<file path="src/rtl/xdisplay_scan.sv">
// Memory-mapped, time-multiplexed N-digit 7-segment scanner with per-digit
// segment registers, refresh prescaler, dead-time blanking and a status register.
module xdisplay_scan #(
  parameter int DATA_W      = 32,
  parameter int ADDR_W      = 3,
  parameter int N_DIGITS    = 4,
  parameter int SEG_W       = 8,
  parameter int REFRESH_DIV = 50000,
  parameter int DEAD_CYCLES = 16,
  parameter int ACTIVE_LOW  = 1
) (
  input  logic                       clk,
  input  logic                       rst,
  input  logic                       sel,
  input  logic                       we,
  input  logic [ADDR_W-1:0]          addr,
  input  logic [DATA_W-1:0]          data_in,
  output logic [DATA_W-1:0]          data_out,
  output logic [N_DIGITS+SEG_W-1:0]  display_out
);

  localparam int CNT_W = (REFRESH_DIV > 1) ? $clog2(REFRESH_DIV) : 1;
  localparam int IDX_W = (N_DIGITS > 1) ? $clog2(N_DIGITS) : 1;
  localparam int OUT_W = N_DIGITS + SEG_W;
  localparam logic [OUT_W-1:0] OFF_LEVEL = (ACTIVE_LOW != 0) ? {OUT_W{1'b1}} : {OUT_W{1'b0}};

  logic [SEG_W-1:0]    seg_r [N_DIGITS];
  logic [1:0]          ctrl_r;
  logic [CNT_W-1:0]    cnt_r;
  logic [IDX_W-1:0]    idx_r;

  logic                wr_s;
  logic                ctrl_wr_s;
  logic                clear_s;
  logic                wrap_s;
  logic                in_dead_s;
  logic                dead_s;
  logic                lit_s;
  logic [SEG_W-1:0]    seg_sel_s;
  logic [SEG_W-1:0]    seg_rd_s;
  logic [N_DIGITS-1:0] digit_s;
  logic [OUT_W-1:0]    drive_s;
  logic [OUT_W-1:0]    display_d_s;
  logic [DATA_W-1:0]   status_s;
  logic                unused_s;

  assign wr_s      = sel & we;
  assign ctrl_wr_s = wr_s && (addr == ADDR_W'(N_DIGITS));
  // A CTRL write clearing EN takes priority over the wrap advance on the same edge.
  assign clear_s   = !ctrl_r[0] || (ctrl_wr_s && !data_in[0]);
  assign wrap_s    = (cnt_r == CNT_W'(REFRESH_DIV - 1));
  assign in_dead_s = (cnt_r < CNT_W'(DEAD_CYCLES));
  assign dead_s    = ctrl_r[0] & in_dead_s;
  assign lit_s     = ctrl_r[0] & ~ctrl_r[1] & ~in_dead_s;
  assign status_s  = DATA_W'({dead_s, 5'b00000, 3'(idx_r)});
  assign unused_s  = ^data_in;

  // Segment and control register writes.
  always_ff @(posedge clk) begin
    if (rst) begin
      for (int k = 0; k < N_DIGITS; k++) begin
        seg_r[k] <= '0;
      end
      ctrl_r <= 2'b01;
    end else begin
      for (int k = 0; k < N_DIGITS; k++) begin
        if (wr_s && (addr == ADDR_W'(k))) begin
          seg_r[k] <= data_in[SEG_W-1:0];
        end
      end
      if (ctrl_wr_s) begin
        ctrl_r <= data_in[1:0];
      end
    end
  end

  // Refresh prescaler and digit index.
  always_ff @(posedge clk) begin
    if (rst || clear_s) begin
      cnt_r <= '0;
      idx_r <= '0;
    end else if (wrap_s) begin
      cnt_r <= '0;
      idx_r <= (idx_r == IDX_W'(N_DIGITS - 1)) ? '0 : idx_r + IDX_W'(1);
    end else begin
      cnt_r <= cnt_r + CNT_W'(1);
    end
  end

  // Slot drive: select digit and segments, then apply output polarity.
  always_comb begin
    seg_sel_s = '0;
    for (int k = 0; k < N_DIGITS; k++) begin
      seg_sel_s = seg_sel_s | ((idx_r == IDX_W'(k)) ? seg_r[k] : '0);
    end
    digit_s = N_DIGITS'(1'b1) << idx_r;
    if (lit_s) begin
      drive_s = {digit_s, seg_sel_s};
    end else begin
      drive_s = '0;
    end
    display_d_s = (ACTIVE_LOW != 0) ? ~drive_s : drive_s;
  end

  // Registered pin drive.
  always_ff @(posedge clk) begin
    if (rst) begin
      display_out <= OFF_LEVEL;
    end else begin
      display_out <= display_d_s;
    end
  end

  // Read mux; zero when not selected so the decoder can OR bus slaves together.
  always_comb begin
    seg_rd_s = '0;
    for (int k = 0; k < N_DIGITS; k++) begin
      seg_rd_s = seg_rd_s | ((addr == ADDR_W'(k)) ? seg_r[k] : '0);
    end
    if (!(sel && !we)) begin
      data_out = '0;
    end else if (addr == ADDR_W'(N_DIGITS)) begin
      data_out = DATA_W'(ctrl_r);
    end else if (addr == ADDR_W'(N_DIGITS + 1)) begin
      data_out = status_s;
    end else begin
      data_out = DATA_W'(seg_rd_s);
    end
  end

endmodule
</file>
<file path="config.mk">
export PLATFORM = sky130hd
export DESIGN_NAME = xdisplay_scan
export DESIGN_NICKNAME = d
export VERILOG_FILES = /design/src/rtl/xdisplay_scan.sv
export SDC_FILE = /design/constraint.sdc
export NUM_CORES = 1
export LEC_CHECK = 0
export CAP_MARGIN = 10
export CORE_ASPECT_RATIO = 1.4
export CORE_MARGIN = 5
export CORE_UTILIZATION = 54
export CTS_BUF_LIST = sky130_fd_sc_hd__clkbuf_4 sky130_fd_sc_hd__clkbuf_8
export DETAILED_ROUTE_END_ITERATION = 10
export GPL_TIMING_DRIVEN = 0
export PLACE_DENSITY = 0.87
export SETUP_SLACK_MARGIN = 0.4
export SLEW_MARGIN = 20
export SYNTH_ARGS = -nofsm -noshare
export SYNTH_HDL_FRONTEND = slang
export SYNTH_SLANG_ARGS = --single-unit
export TNS_END_PERCENT = 50
</file>
<file path="constraint.sdc">
create_clock -name clk -period 5.2 [get_ports clk]
set_clock_uncertainty 0.15 [all_clocks]
set_input_delay 0.52 -clock clk [delete_from_list [all_inputs] [get_ports clk]]
set_output_delay 0.52 -clock clk [all_outputs]
set_load 0.01 [all_outputs]
</file>
[Word-level counts from Yosys, hierarchy flattened]
Memory sizes are Yosys's and may differ from the RTL's.
Cells that the tools add are included.
Widths: inputs -> output; s select.
Operators by class
  mux-type cells: 31
  shifts and indexed selects: 1
  $add $sub $neg: 2
  reduce and logical (&&, ||, !) cells: 15
  equality and inequality tests: 9
  magnitude comparators: 1
  bitwise operators: 17
Operators by type and width (count)
  $mux 8: 12
  $or 8x8->8: 6
  $mux 9: 3
  $add 16x1->16 const B: 1
  $eq 16x16->1 const B: 1
  $lt 16x5->1 const B: 1
  $mux 1: 14
  $mux 12: 1
  $not 12->12: 1
  $logic_and 1x1->1: 7
  $eq 3x2->1 const B: 2
  $eq 3x3->1 const B: 2
  $and 1x1->1: 4
  $eq 2x2->1 const B: 2
  $or 1x1->1: 4
  $shl 1x2->4 const A: 1
  $eq 3x1->1 const B: 1
  $logic_not 1->1: 3
  $logic_not 3->1: 1
  $add 2x1->2 const B: 1
  $eq 2x1->1 const B: 1
  $logic_not 2->1: 1
  $logic_or 1x1->1: 2
  $mux 2: 1
  2 further kinds: 3
Storage, ports and cells
  bits in registers: 32
  memory bits (writable): 32
  bits of input ports: 39
  word-level logic and storage cells: 81
  memories: 1
  output and inout bits: 44
Memory list
  seg_r: words 4, bits a word 8, rd ports 4, clocked after memory_dff 0, write ports 4, RTL line 27  | logic [SEG_W-1:0] seg_r [N_DIGITS];

[Longest topological paths before layout]
  depth in word-level cells: 8
  depth in mapped cells: 7
  depth with buffers taken out: 5

[Least setup slack after synthesis]
OpenSTA, ideal clock, no wires.
  path kind: input -> output
  start: input addr[0]
  end: output data_out[4]
  arrival: 1.715 ns
  required time: 4.530 ns
  stages: 4
  buffers on the path: 2
  slack: 2.815 ns
  cell sequence: clkbuf_1 > buf_2 > mux4_2 > nor2b_1
Between the ends
  cells in the longest elaborated chain, start to end: 8
  elaborated cells between the ends (all ways): 16
  those cells by class: eq/ne (5); mux (7); bitwise (3); reduce/logical (1)
RTL lines
  from (decl): RTL line 16  | input logic [ADDR_W-1:0] addr,
  $eq 3x1->1 or $logic_not 3->1 (tied branches): RTL line 118  | seg_rd_s = seg_rd_s | ((addr == ADDR_W'(k)) ? seg_r[k] : '0);
  $mux 8: RTL line 118
  $or 8x8->8 (3 in a row): RTL line 118
  $mux 9: RTL line 124  | end else if (addr == ADDR_W'(N_DIGITS + 1)) begin
  $mux 9 *: RTL line 122  | end else if (addr == ADDR_W'(N_DIGITS)) begin
  $mux 9 *: RTL line 120  | if (!(sel && !we)) begin
  to (decl): RTL line 18  | output logic [DATA_W-1:0] data_out,
Mark *: on every way between the ends. The rest lies on a longest branch, timed or not.

[Worst setup path in the final report]
  start: register cnt_r[13]
  end: output data_out[8]
Between the ends
  cells in the longest elaborated chain, start to end: 5
RTL lines
  from (decl): RTL line 29  | logic [CNT_W-1:0] cnt_r;
  from (signal assigned): RTL line 86  | cnt_r <= cnt_r + CNT_W'(1);
  $lt 16x5->1: RTL line 52  | assign in_dead_s = (cnt_r < CNT_W'(DEAD_CYCLES));
  $and 1x1->1: RTL line 53  | assign dead_s = ctrl_r[0] & in_dead_s;
  $mux 9: RTL line 124
  $mux 9: RTL line 122
  $mux 9: RTL line 120
No other way between the ends.

==> results by group <==
Layout
  – P&R area growth vs syn: 22.29%
  – Diodes inserted: 0
  – Most frequent cells in the layout: 32 x and2_1, 32 x dfxtp_1, 32 x clkdlybuf4s50_1, 32 x edfxtp_1, 29 x nand2_1
  – Fin cells: 439
  – Final Core Density: approximately two thirds
  – Layout cell share with drive strength beyond 1: about 16%
  – Final Net Count: 408

Placed design
  – Placed wire-length estimate: approximately 4.8 mm
  – # port buffers: 32
  – Dpl cells: 423
  – Routability cong.: 0.8603

Global route
  – Antenna violations before repair: 0
  – GR Util All Layers: 18.29%
  – Largest net degree at the start of global routing: 12
  – Vias in the first global route: 2,163
  – First-pass GRT wire length: 10.43 mm
  – GRT overflow: 0

Setup path
  – Critical path required time: ~4.5 ns
  – Worst path arrival time: 2.54 ns
  – Kind of critical path: flop to output pin
  – CP Max Fanout: 4
  – Critical path's largest stage delay: 0.56 ns
  – Kind of end point of the critical path: output pin
  – Critical Path, Cell by Cell: or4_4 -> nor4_1 -> and4b_1 -> clkdlybuf4s50_1
  – Worst path slowest cell: or4_4
  – Crit start category: flop

Clocking
  – Clk sink count: between 60 and 70
  – H-tree depth: 3
  – CTS tree: yes
  – Worst skew pair latency: around 0.34 ns
  – # resized after CTS: 0
  – Post-CTS setup buffer count: 0
  – CTS max path bufs: 2
  – CTS Buf Count: 9
  – Clock-pin slew on the worst setup and hold paths: 0.07 ns
  – Root buffer cell: clkbuf_8
  – Cts hold-fix bufs: 0

Logic synthesis
  – Syn Inst Count: 299
  – Post-synthesis sequential area ratio: 50.24%
  – Share of the synthesized area in the top cell type: 30.14%
  – Area leader, netlist: edfxtp_1
  – YS warnings: 0
  – Yosys reg bits: 64
  – Netlist cell types: 38
  – Mean Syn Cell Area: 10.66 um2
  – Synth area leaders: edfxtp_1 30%, dfxtp_1 20%, and2_1 6.3%
  – Cell area after synthesis: ~0.0032 mm2

Drt
  – Routed wire length: 6.377 mm
  – Via count: around 2,300
  – DR vias/cell: 5.214
  – Final ANT Viol Nets: 0
  – Initial DRC Count: 152
  – DRC: 0
  – Drt wl/cell: 14.53 um
  – Drt pass-1 iters: 4

Floorplan
  – Vert. Die Dim: 100.9 um
  – Initial Utilization: a little over half
  – Die span in x: 74.94 um
  – Number of I/O pins: 83
  – Rows: 33
  – Placeable Area: 0.005822 mm2
  – Die area: 0.007563 mm2

Status
  – Status: finished, final reports clean

STA
  – Worst-margin pin slew: ~1 ns
  – Final Hold Vio Count: 0
  – Slew Limit Headroom: 33.45%
  – Fmax: 311.9 MHz
  – Final Max Slew Viols: 0
  – Setup violators final: 0
  – Final min period: 3.206 ns
  – Final cycle utilization of the critical path: between 60% and 70%
  – RSZ-0062 raised after global routing: no
  – Total negative setup slack: 0 ns

Pwr
  – Power Density: approximately 290 mW/mm2
  – Peak VDD IR: 0.0002279 V
  – Lkg Pwr: 1.495 nW

Run
  – Max-Cap Viols: 0

Min path
  – Hold Crit Class: flop to flop
-- worst paths after layout --
path | from | endpoint | slack, ns | depth (start not counted)
hold reg to reg | cnt_r[0] | cnt_r[0] | 0.31 | 1
setup / recovery | cnt_r[13] | data_out[8] | 1.99 | 4
setup reg to reg | cnt_r[13] | display_out[11] | 3.11 | 5
hold / removal | cnt_r[0] | cnt_r[0] | 0.31 | 1
-- per-layer routing --
| metal | up-vias | track usage (%) | share of wire, % |
|---|---|---|---|
| met4 | 0 | 8.082 | 1.9 |
| met1 | 1076 | 20.25 | 38 |
| met3 | 9 | 5.289 | 5.6 |
| met2 | 77 | 31.68 | 55 |
| li1 | 1127 | - | - |
| met5 | - | 0 | 0 |
-- Yosys cell counts --
cell / number
and2_1: 32
dfxtp_1: 32
edfxtp_1: 32
nand2_1: 29
nor2_1: 27
buf_4: 23
a22oi_1: 16
xnor2_1: 13
nor3_1: 9
clkbuf_1: 8
inv_1: 8
mux2i_1: 7
mux4_2: 7
nor2b_1: 7
nand4_1: 6
o21ai_0: 6
ha_1: 5
nand3_1: 5
nor4_1: 5
buf_2: 2
nand2b_1: 2
nand3b_1: 2
a41o_2: 1
and4b_1: 1
buf_12: 1
buf_6: 1
clkbuf_8: 1
conb_1: 1
mux2_2: 1
nor4_4: 1
o31ai_1: 1
or2_1: 1
or2b_2: 1
or3_2: 1
or3b_2: 1
or4_1: 1
or4_4: 1
xor2_1: 1
-- sequential cells by signal, indices dropped and copies added (netlist names) --
signal and count:
seg_r 32, display_out 12, cnt_r 16, idx_r 2, ctrl_r 2
-- layout make-up --
type	instances	area (um2)
multi-input cells	213	1386
flip-flops and latches	64	1602
fillers	458	1923
well taps	70	87.58
inverters	8	30.03
clock inverters	6	83.83
repair buffers	32	320.3
clock buffers	10	131.4
plain buffers	36	257.7
-- per-stage QoR --
step	instance area, um2	worst slack [ns]	hold WS (ns)	total power, mW
finish	3899	1.994	0.3111	1.117
detailed placement	3679	2.154	0.2964	0.6618
CTS	3894	1.985	0.3127	1.125
global placement	3679	2.186	0.2936	0.6578
global route	3899	1.903	0.3703	1.162
floorplan	3271	2.815	0.2794	0.6310
-- cell families (layout without fill, tap and decap cells) --
family                     after synthesis  count (layout)  share of synthesized area (%)
AOI/OAI and AO/OA                       24              24                          5.299
other                                    1              23                         0.1176
adders and majority gates                5               5                          1.962
and+or+nand+nor                        132             132                          22.02
xor gates and xnor gates                14              14                          3.846
DFF                                     64              64                          50.24
buffers and inverters                   44              92                          9.027
muxes                                   15              15                          7.496
-- where the power goes --
group	total [mW]	leakage (nW)	internal, mW	switching [mW]
sequential	0.559	0.565	0.547	0.0116
combinational	0.0942	0.817	0.0489	0.0453
clock	0.464	0.113	0.273	0.190
-- worst max-delay path: cells and delay by family, from the launching register on --
family	cells	cell delay (ns)
flops	1	0.34
simple gates	3	1.32
buf+inv	1	0.53
No activity file was read; power rests on OpenSTA's default activity.
==> RTL change (config.mk and constraints unchanged) <==
Put a register stage on the output `data_out`. The value now appears one clock later. The other outputs are not delayed to match.
--- a/src/rtl/xdisplay_scan.sv
+++ b/src/rtl/xdisplay_scan.sv
@@ -23,6 +23,8 @@
   localparam int IDX_W = (N_DIGITS > 1) ? $clog2(N_DIGITS) : 1;
   localparam int OUT_W = N_DIGITS + SEG_W;
   localparam logic [OUT_W-1:0] OFF_LEVEL = (ACTIVE_LOW != 0) ? {OUT_W{1'b1}} : {OUT_W{1'b0}};
+
+  logic [DATA_W-1:0] data_d;
 
   logic [SEG_W-1:0]    seg_r [N_DIGITS];
   logic [1:0]          ctrl_r;
@@ -118,14 +120,18 @@
       seg_rd_s = seg_rd_s | ((addr == ADDR_W'(k)) ? seg_r[k] : '0);
     end
     if (!(sel && !we)) begin
-      data_out = '0;
+      data_d = '0;
     end else if (addr == ADDR_W'(N_DIGITS)) begin
-      data_out = DATA_W'(ctrl_r);
+      data_d = DATA_W'(ctrl_r);
     end else if (addr == ADDR_W'(N_DIGITS + 1)) begin
-      data_out = status_s;
+      data_d = status_s;
     end else begin
-      data_out = DATA_W'(seg_rd_s);
+      data_d = DATA_W'(seg_rd_s);
     end
   end
 
+  always_ff @(posedge clk) begin
+    data_out <= data_d;
+  end
+
 endmodule
Function: changed (Yosys sat finds a counterexample within 4 cycles, from zero or initial values and one cycle with rst high).
==> RTL change against the original RTL <==
Final area rose by 6.1%. Global-route usage fell by 0.52 points. Die area rose by 5.6%. Wire length rose by 8.6%. Area after synthesis rose by 6.4%. Maximum frequency rose by 21%. Setup slack improved by 570 ps. Sequential cell count rose by 9. Critical path type is now in2reg. Via count rose by 6.9%. Total power rose by 14%.
==> RTL change: results (changes against the original RTL) <==
| Metric | Value |
|---|---|
| Fillers | `451 (-1.5%)` |
| DRT iter0 DRCs | `188 (+24%)` |
| Final-layout clock buffer total | `11 (+1)` |
| R2R Path Start | `cnt_r[12]$_SDFF_PP0_` |
| Combinational power share | `7.7% (-0.7 points)` |
| Global placer's final weighted congestion | `0.8228 (-4.4%)` |
| Mean Syn Cell Area | `10.70 um^2 (+0.32%)` |
| Area Overhead vs Synth | `21.96%` |
| Status | `completed` |
| Final nets | `426 (+4.4%)` |
| Clock-cell share | `5.961% (+0.44 points)` |
| Via count | `2448 (+6.9%)` |
| Hold slack final | `307.2 ps (-3.888 ps)` |
| Mux cell area share after synthesis | `5.461% (-2.0 points)` |
| Worst Setup SP | `addr[0]` |
| Reg2Reg Setup Slack | `3090 ps (-20 ps)` |
| Distinct cell type count after synthesis | `46 (+21%)` |
| Reg2Reg Capture Point | `display_out[9]$_SDFF_PP1_` |
| Fin cells | `459 (+4.6%)` |
| Worst-path maximum fanout | `10 (+6)` |
| Met3 GRT Util | `4.340% (-0.95 points)` |
| Adder-cell area share of the yosys netlist | `1.845% (-0.12 points)` |
| Signal buffers | `70 (+2.9%)` |
| Switching part of the total | `21.19% (-0.95 points)` |
| Post-DP HPWL | `5099 um (+5.3%)` |
| Met2 Track Usage GR | `32.62% (+0.95 points)` |
| Final sequential cell count | `73 (+14%)` |
| Post-Synth XOR/XNOR Area | `3.358% (-0.49 points)` |
| Pin count of the biggest net entering global routing | `13 (+1)` |
| Max VDD drop | `0.0001747 V (-23%)` |
| Clock Power Share | `42.9% (+1.4 points)` |
| CP arrival | `2460 ps (-80 ps)` |
| Met2 WL post-DR | `3861 um (+11%)` |
| Clock Power | `0.546 mW (+18%)` |
| Inst Count DP | `443 (+4.7%)` |
## RTL change: changes by cell type after synthesis, sizes merged, moves of 2 or more
cell,delta
a21oi,+3
mux2i,-2
nand2b,+4
and2,-3
xnor2,-2
dfxtp,+9
buf,+3
nor4,+3
## RTL change: critical path, cell delays in order
cell	delay, ps
clkdlybuf4s50_1	600
buf_2	330
buf_2	290
nand2_1	130
o21ai_1	590
## RTL change: worst max-delay path by stage
stage | end | slack (ps) | cells after the start
after floorplan | seg_r[0][0]$_SDFFCE_PN0P_ | 2900 | 4
after global placement | seg_r[3][2]$_SDFFCE_PN0P_ | 1990 | 5
after detailed placement | seg_r[3][2]$_SDFFCE_PN0P_ | 1890 | 5
after CTS | seg_r[3][4]$_SDFFCE_PN0P_ | 2230 | 5
after global routing | seg_r[3][7]$_SDFFCE_PN0P_ | 2390 | 5
final | seg_r[3][3]$_SDFFCE_PN0P_ | 2560 | 5
